## config.mk

```make
export PLATFORM = sky130hd
export DESIGN_NAME = work_issuer
export DESIGN_NICKNAME = d
export VERILOG_FILES = /design/src/rtl/work_issuer.sv
export SDC_FILE = /design/constraint.sdc
export NUM_CORES = 1
export LEC_CHECK = 0
export BUFFER_PORTS_ARGS = -buffer_cell sky130_fd_sc_hd__buf_2
export CORE_MARGIN = 2
export CORE_UTILIZATION = 35
export DETAILED_ROUTE_END_ITERATION = 6
export PLACE_DENSITY_LB_ADDON = 0.1
export REMOVE_ABC_BUFFERS = 1
export SLEW_MARGIN = 25
export SYNTH_ARGS = -nofsm -noshare
export SYNTH_HDL_FRONTEND = slang
export SYNTH_SLANG_ARGS = --single-unit
export TNS_END_PERCENT = 10
```

## constraint.sdc

```tcl
create_clock -name clk -period 4.7 [get_ports clk]
set_input_delay 0.47 -clock clk [delete_from_list [all_inputs] [get_ports clk]]
set_output_delay 0.47 -clock clk [all_outputs]
set_load 0.1 [all_outputs]
```

## src/rtl/work_issuer.sv

```systemverilog
`default_nettype none
// ============================================================================
// Module      : work_issuer
// Description : Walks a rectangular pixel frame through external x/y counters.
//               For each pixel it computes the plane coordinate and offers it
//               as a job over a valid/ready handshake.
//               Optional feature macro: WORK_ISSUER_TAG_EN adds a 16-bit
//               job_tag output that numbers the jobs within a frame.
// Revision    : 1.0 - initial release
// ============================================================================
module work_issuer #(
    parameter int NUM_X_BITS = 4,
    parameter int NUM_Y_BITS = 4,
    parameter int FP_BITS    = 32
) (
    input  logic                  clk,
    input  logic                  n_rst,
    input  logic                  start,
    input  logic                  abort,
    input  logic [NUM_X_BITS-1:0] x_max,
    input  logic [NUM_Y_BITS-1:0] y_max,
    input  logic [FP_BITS-1:0]    re_origin,
    input  logic [FP_BITS-1:0]    im_origin,
    input  logic [FP_BITS-1:0]    re_step,
    input  logic [FP_BITS-1:0]    im_step,
    input  logic [NUM_X_BITS-1:0] x_count,
    input  logic [NUM_Y_BITS-1:0] y_count,
    output logic                  x_count_enable,
    output logic                  y_count_enable,
    output logic                  x_clear,
    output logic                  y_clear,
    output logic                  job_valid,
    input  logic                  job_ready,
    output logic [NUM_X_BITS-1:0] job_x,
    output logic [NUM_Y_BITS-1:0] job_y,
    output logic [FP_BITS-1:0]    job_re,
    output logic [FP_BITS-1:0]    job_im,
    output logic                  busy,
    output logic                  done
`ifdef WORK_ISSUER_TAG_EN
    ,
    output logic [15:0]           job_tag
`endif
);

    typedef enum logic [1:0] {
        S_IDLE  = 2'd0,
        S_LOAD  = 2'd1,
        S_ISSUE = 2'd2,
        S_DONE  = 2'd3
    } state_t;

    state_t                  r_state;

    // Frame registers, captured on an accepted start
    logic [NUM_X_BITS-1:0]   r_x_max;
    logic [NUM_Y_BITS-1:0]   r_y_max;
    logic [FP_BITS-1:0]      r_re_origin;
    logic [FP_BITS-1:0]      r_im_origin;
    logic [FP_BITS-1:0]      r_re_step;
    logic [FP_BITS-1:0]      r_im_step;

    // Registered outputs
    logic                    r_job_valid;
    logic [NUM_X_BITS-1:0]   r_job_x;
    logic [NUM_Y_BITS-1:0]   r_job_y;
    logic [FP_BITS-1:0]      r_job_re;
    logic [FP_BITS-1:0]      r_job_im;
    logic                    r_busy;
    logic                    r_done;

    logic                    w_start_ok;
    logic                    w_accept;
    logic                    w_x_last;
    logic                    w_y_last;
    logic [FP_BITS-1:0]      w_x_ext;
    logic [FP_BITS-1:0]      w_y_ext;
    logic [FP_BITS-1:0]      w_re_calc;
    logic [FP_BITS-1:0]      w_im_calc;

    // abort suppresses both a start and an acceptance in the same cycle, so
    // no counter pulse can escape while the frame is being cancelled.
    assign w_start_ok = (r_state == S_IDLE) && start && !abort;
    assign w_accept   = (r_state == S_ISSUE) && r_job_valid && job_ready && !abort;
    assign w_x_last   = (r_job_x == r_x_max);
    assign w_y_last   = (r_job_y == r_y_max);

    // Counter handshakes are combinational so the counters step on the same
    // edge that retires the job; LOAD then sees the new coordinate.
    assign x_count_enable = w_accept && !w_x_last;
    assign y_count_enable = w_accept && w_x_last && !w_y_last;
    assign x_clear        = w_start_ok || (w_accept && w_x_last && !w_y_last);
    assign y_clear        = w_start_ok;

    // Plane coordinate; products and sums wrap modulo 2^FP_BITS
    assign w_x_ext   = FP_BITS'(x_count);
    assign w_y_ext   = FP_BITS'(y_count);
    assign w_re_calc = r_re_origin + r_re_step * w_x_ext;
    assign w_im_calc = r_im_origin + r_im_step * w_y_ext;

    assign job_valid = r_job_valid;
    assign job_x     = r_job_x;
    assign job_y     = r_job_y;
    assign job_re    = r_job_re;
    assign job_im    = r_job_im;
    assign busy      = r_busy;
    assign done      = r_done;

    // Frame sequencer with registered payload and status outputs
    always_ff @(posedge clk or negedge n_rst) begin
        if (!n_rst) begin
            r_state     <= S_IDLE;
            r_x_max     <= '0;
            r_y_max     <= '0;
            r_re_origin <= '0;
            r_im_origin <= '0;
            r_re_step   <= '0;
            r_im_step   <= '0;
            r_job_valid <= 1'b0;
            r_job_x     <= '0;
            r_job_y     <= '0;
            r_job_re    <= '0;
            r_job_im    <= '0;
            r_busy      <= 1'b0;
            r_done      <= 1'b0;
        end else begin
            r_done <= 1'b0;
            if (abort) begin
                r_state     <= S_IDLE;
                r_job_valid <= 1'b0;
                r_busy      <= 1'b0;
            end else begin
                case (r_state)
                    S_IDLE: begin
                        if (start) begin
                            r_x_max     <= x_max;
                            r_y_max     <= y_max;
                            r_re_origin <= re_origin;
                            r_im_origin <= im_origin;
                            r_re_step   <= re_step;
                            r_im_step   <= im_step;
                            r_busy      <= 1'b1;
                            r_state     <= S_LOAD;
                        end
                    end
                    S_LOAD: begin
                        r_job_x     <= x_count;
                        r_job_y     <= y_count;
                        r_job_re    <= w_re_calc;
                        r_job_im    <= w_im_calc;
                        r_job_valid <= 1'b1;
                        r_state     <= S_ISSUE;
                    end
                    S_ISSUE: begin
                        if (w_accept) begin
                            r_job_valid <= 1'b0;
                            if (w_x_last && w_y_last) begin
                                r_done  <= 1'b1;
                                r_state <= S_DONE;
                            end else begin
                                r_state <= S_LOAD;
                            end
                        end
                    end
                    S_DONE: begin
                        r_busy  <= 1'b0;
                        r_state <= S_IDLE;
                    end
                    default: begin
                        r_busy  <= 1'b0;
                        r_state <= S_IDLE;
                    end
                endcase
            end
        end
    end

`ifdef WORK_ISSUER_TAG_EN
    logic [15:0] r_job_tag;

    assign job_tag = r_job_tag;

    // Job sequence number: cleared per frame, advanced on every acceptance
    always_ff @(posedge clk or negedge n_rst) begin
        if (!n_rst) begin
            r_job_tag <= '0;
        end else if (w_start_ok) begin
            r_job_tag <= '0;
        end else if (w_accept) begin
            r_job_tag <= r_job_tag + 16'd1;
        end
    end
`endif

endmodule
`default_nettype wire

```

==> flow_metrics.py <==
metrics = {
    "floorplan": {
        "rows": 80,
        "core_area_sq_mm": 0.0479,
        "die_x_um": 225,
        "pin_count": 228,
        "dieArea_sq_mm": 0.0505,
        "start_util_pct": 35.6,
        "dieHeight_um": 225,
    },
    "route": {
        "drtIter0Drc": 449,
        "dr.pass1.iters": 5,
        "postRouteAntennaNets": 0,
        "vias_per_cell": 4.73,
        "routed_wl_um": 42600,
        "dr_total_vias": 12900,
        "drt-wirelength-per-cell_um": 15.7,
        "remaining_drc_errors": 0,
    },
    "sta": {
        "finalSetupViolCount": 0,
        "relSlewSlack_pct": 45.9,
        "hold_viol_final": 0,
        "worst_pin_slew_ns": 0.811,
        "rsz0062_at_grt": "yes",
        "fin_crit_sh_pct": 95.0,
        "timing.hold.ws_ns": 0.112,
        "fin_crit_ns": 4.47,
        "clock.fmax_mhz": 224,
        "fin_worst_skew_ns": 0.0240,
        "slew_violations": 0,
    },
    "worst_setup_path": {
        "rrSetupSlack_ns": 0.23,
        "path_cells": "and2_1, fa_1, fa_1, inv_1, fa_1, inv_1, ha_1, a211oi_2, o21bai_1, a311o_1, a211oi_2, buf_4, nand4_1, a311oi_2, xnor2_1, o21ai_1",
        "r2r-start": "r_im_step[3]",
        "cp_slowest_stage_delay_ns": 0.50,
        "crit_type": "flip-flop to flip-flop",
        "start_kind": "flip-flop",
        "critPathLaunch": "r_im_step[3]",
        "crit_fanout": 5,
        "cpMostUsedCell": "fa_1",
        "endpoint_kind": "flip-flop",
        "cp_slowest_cell": "fa_1",
        "rr_endpoint": "job_im[31]",
        "required_ns": 5.11,
        "critical_path.top_delay_family": "adder cells",
        "cp_data_arrival_time_ns": 4.88,
        "rr_worst_depth": 16,
        "worst-path-buf-inv": 3,
    },
    "flow_run": {
        "maxCapViolCount": 0,
    },
    "yosys": {
        "yosys.area.top_type_share_pct": 31.2,
        "ys_seq_area_share_pct": 31.2,
        "syn_inst": 1797,
        "syn_area_sq_mm": 0.0171,
        "ys.warnings.count": 0,
        "synth_edf_count": 0,
        "synth_common_cells": "inv_1 (288), and2_1 (222), dfrtp_1 (213)",
        "synth_ff_type": "dfrtp_1",
        "synthArstFlopShare_pct": 100,
        "synth.distinct_cells": 59,
        "synth.most_common_cell": "inv_1",
        "synth.avg_cell_area_sq_um": 9.50,
        "synth_top_cell_by_area": "dfrtp_1",
        "yosys_register_bits": 213,
        "synth.area.top_cells": "dfrtp_1 (31%), fa_1 (20%), and2_1 (8.1%)",
    },
    "global_route": {
        "gr-usage-all-layers_pct": 17.5,
        "grt_max_degree": 112,
        "antenna_found_initial": 6,
        "grt_pass1_vias": 13700,
        "overflow": 0,
        "grt.busiest_layer": "met2",
        "use_met3_pct": 3.80,
        "grt_pass1_wl_um": 71100,
        "gr-usage-met2_pct": 29.2,
        "use_met1_pct": 23.7,
    },
    "cts": {
        "insertion_delay_ns": 0.57,
        "cts_buffers": 27,
        "postCtsSetupRepairBufs": 0,
        "path_clk_slew_ns": 0.06,
        "htree_num_levels": 1,
        "cts.sinks": 213,
        "cts_tree": "built",
        "cts_root_buf": "clkbuf_16",
        "clock_path_buffers": 3,
    },
    "place": {
        "port_buffers": 227,
        "gp_congestion": 0.817,
        "hpwlAfterDp_um": 34100,
    },
    "min_path": {
        "hold_end": "r_im_origin[25]",
        "hold_start": "im_origin[25]",
        "whs_path_depth": 3,
        "min_path_type": "input pin to flip-flop",
    },
    "layout": {
        "areaGrowthSynthToFinish_pct": 19.7,
        "nets": 2478,
        "drive_above_1_share_pct": 22.6,
    },
    "status": {
        "outcome": "finished clean",
    },
}
-- routing by layer --
metal | vias to the layer above | wire length, um
met1 | 6338 | 19900
li1 | 6289 | -
met2 | 183 | 19900
met3 | 42 | 2070
met4 | 10 | 669
met5 | - | 58
-- worst reg2reg max path, cell delays in order, from the launching register on --
cell and delay [ns]:
dfrtp_1 0.43, and2_1 0.20, fa_1 0.49, fa_1 0.50, inv_1 0.05, fa_1 0.49, inv_1 0.05, ha_1 0.23
a211oi_2 0.25, o21bai_1 0.14, a311o_1 0.36, a211oi_2 0.20, buf_4 0.16, nand4_1 0.17, a311oi_2 0.38, xnor2_1 0.16
o21ai_1 0.07
-- worst max path at each step --
stage | cells past startpoint | endpoint
finish | 16 | job_im[31]
global route | 17 | job_re[24]
CTS | 17 | job_re[26]
detailed placement | 18 | job_re[26]
global placement | 16 | job_im[31]
floorplan | 3 | x_clear
-- timing repair --
| action | in CTS | in global routing |
|---|---|---|
| gates resized for setup | 0 | 15 |
| endpoints found under the hold margin | 81 | 0 |
| hold buffers | 1 | 0 |
| endpoints found under the setup margin | 0 | 12 |
-- placed cells by master (no fill, tap or decap), types with 9 or more instances in the layout --
cell	instances
xnor2_1	37
clkbuf_16	27
buf_2	226
nor3_1	19
o21a_1	10
dfrtp_1	210
and2_1	222
a21o_1	31
buf_4	100
a21oi_1	54
fa_1	171
and3_1	10
a31oi_1	9
a211oi_1	9
nand2_1	212
ha_1	70
nor2_1	36
nand3_1	13
mux2_2	85
xor2_1	27
o21ai_0	122
o31ai_1	12
inv_1	288
-- stage by stage --
step | cell area, sq um | setup TNS, ns | util, % | cells | setup WS (ns)
4_1_cts | 20400 | 0 | 42.5 | 2720 | 0.0746
6_report | 20400 | 0 | 42.6 | 2721 | 0.234
3_5_place_dp | 19500 | -3.92 | 40.6 | 2672 | -0.319
3_3_place_gp | 19500 | -2.43 | 40.6 | 2672 | -0.237
5_1_grt | 20400 | -0.0571 | 42.6 | 2720 | -0.0290
2_1_floorplan | 16800 | -1277.08 | - | 1729 | -10.01
-- state kept, by name, summed over array words and instances (netlist names), 32 cells and up --
name         flops
job_im          32
job_re          32
r_im_origin     32
r_im_step       32
r_re_origin     32
r_re_step       32
-- area by class of cell --
cell class,instances,area (sq um)
well taps,615,769
multi-input cells,1228,10400
clock inverters,7,88.8
flip-flops and latches,213,5330
diodes,1,2.50
inverters,288,1080
fillers,4875,27500
repair buffers,329,1930
clock buffers,40,774
-- kinds of logic after synthesis --
kind of cell    Yosys count  share of synthesized area [%]
simple gates            547                           16.3
buf+inv                 356                           7.96
compound gates          290                           10.3
fa+ha+maj               242                           25.3
flops                   213                           31.2
mux                      85                           5.61
xor+xnor                 64                           3.28
Power is not shown: default switching activity piles up to over one toggle a cycle in this logic, so the estimate is an artifact.
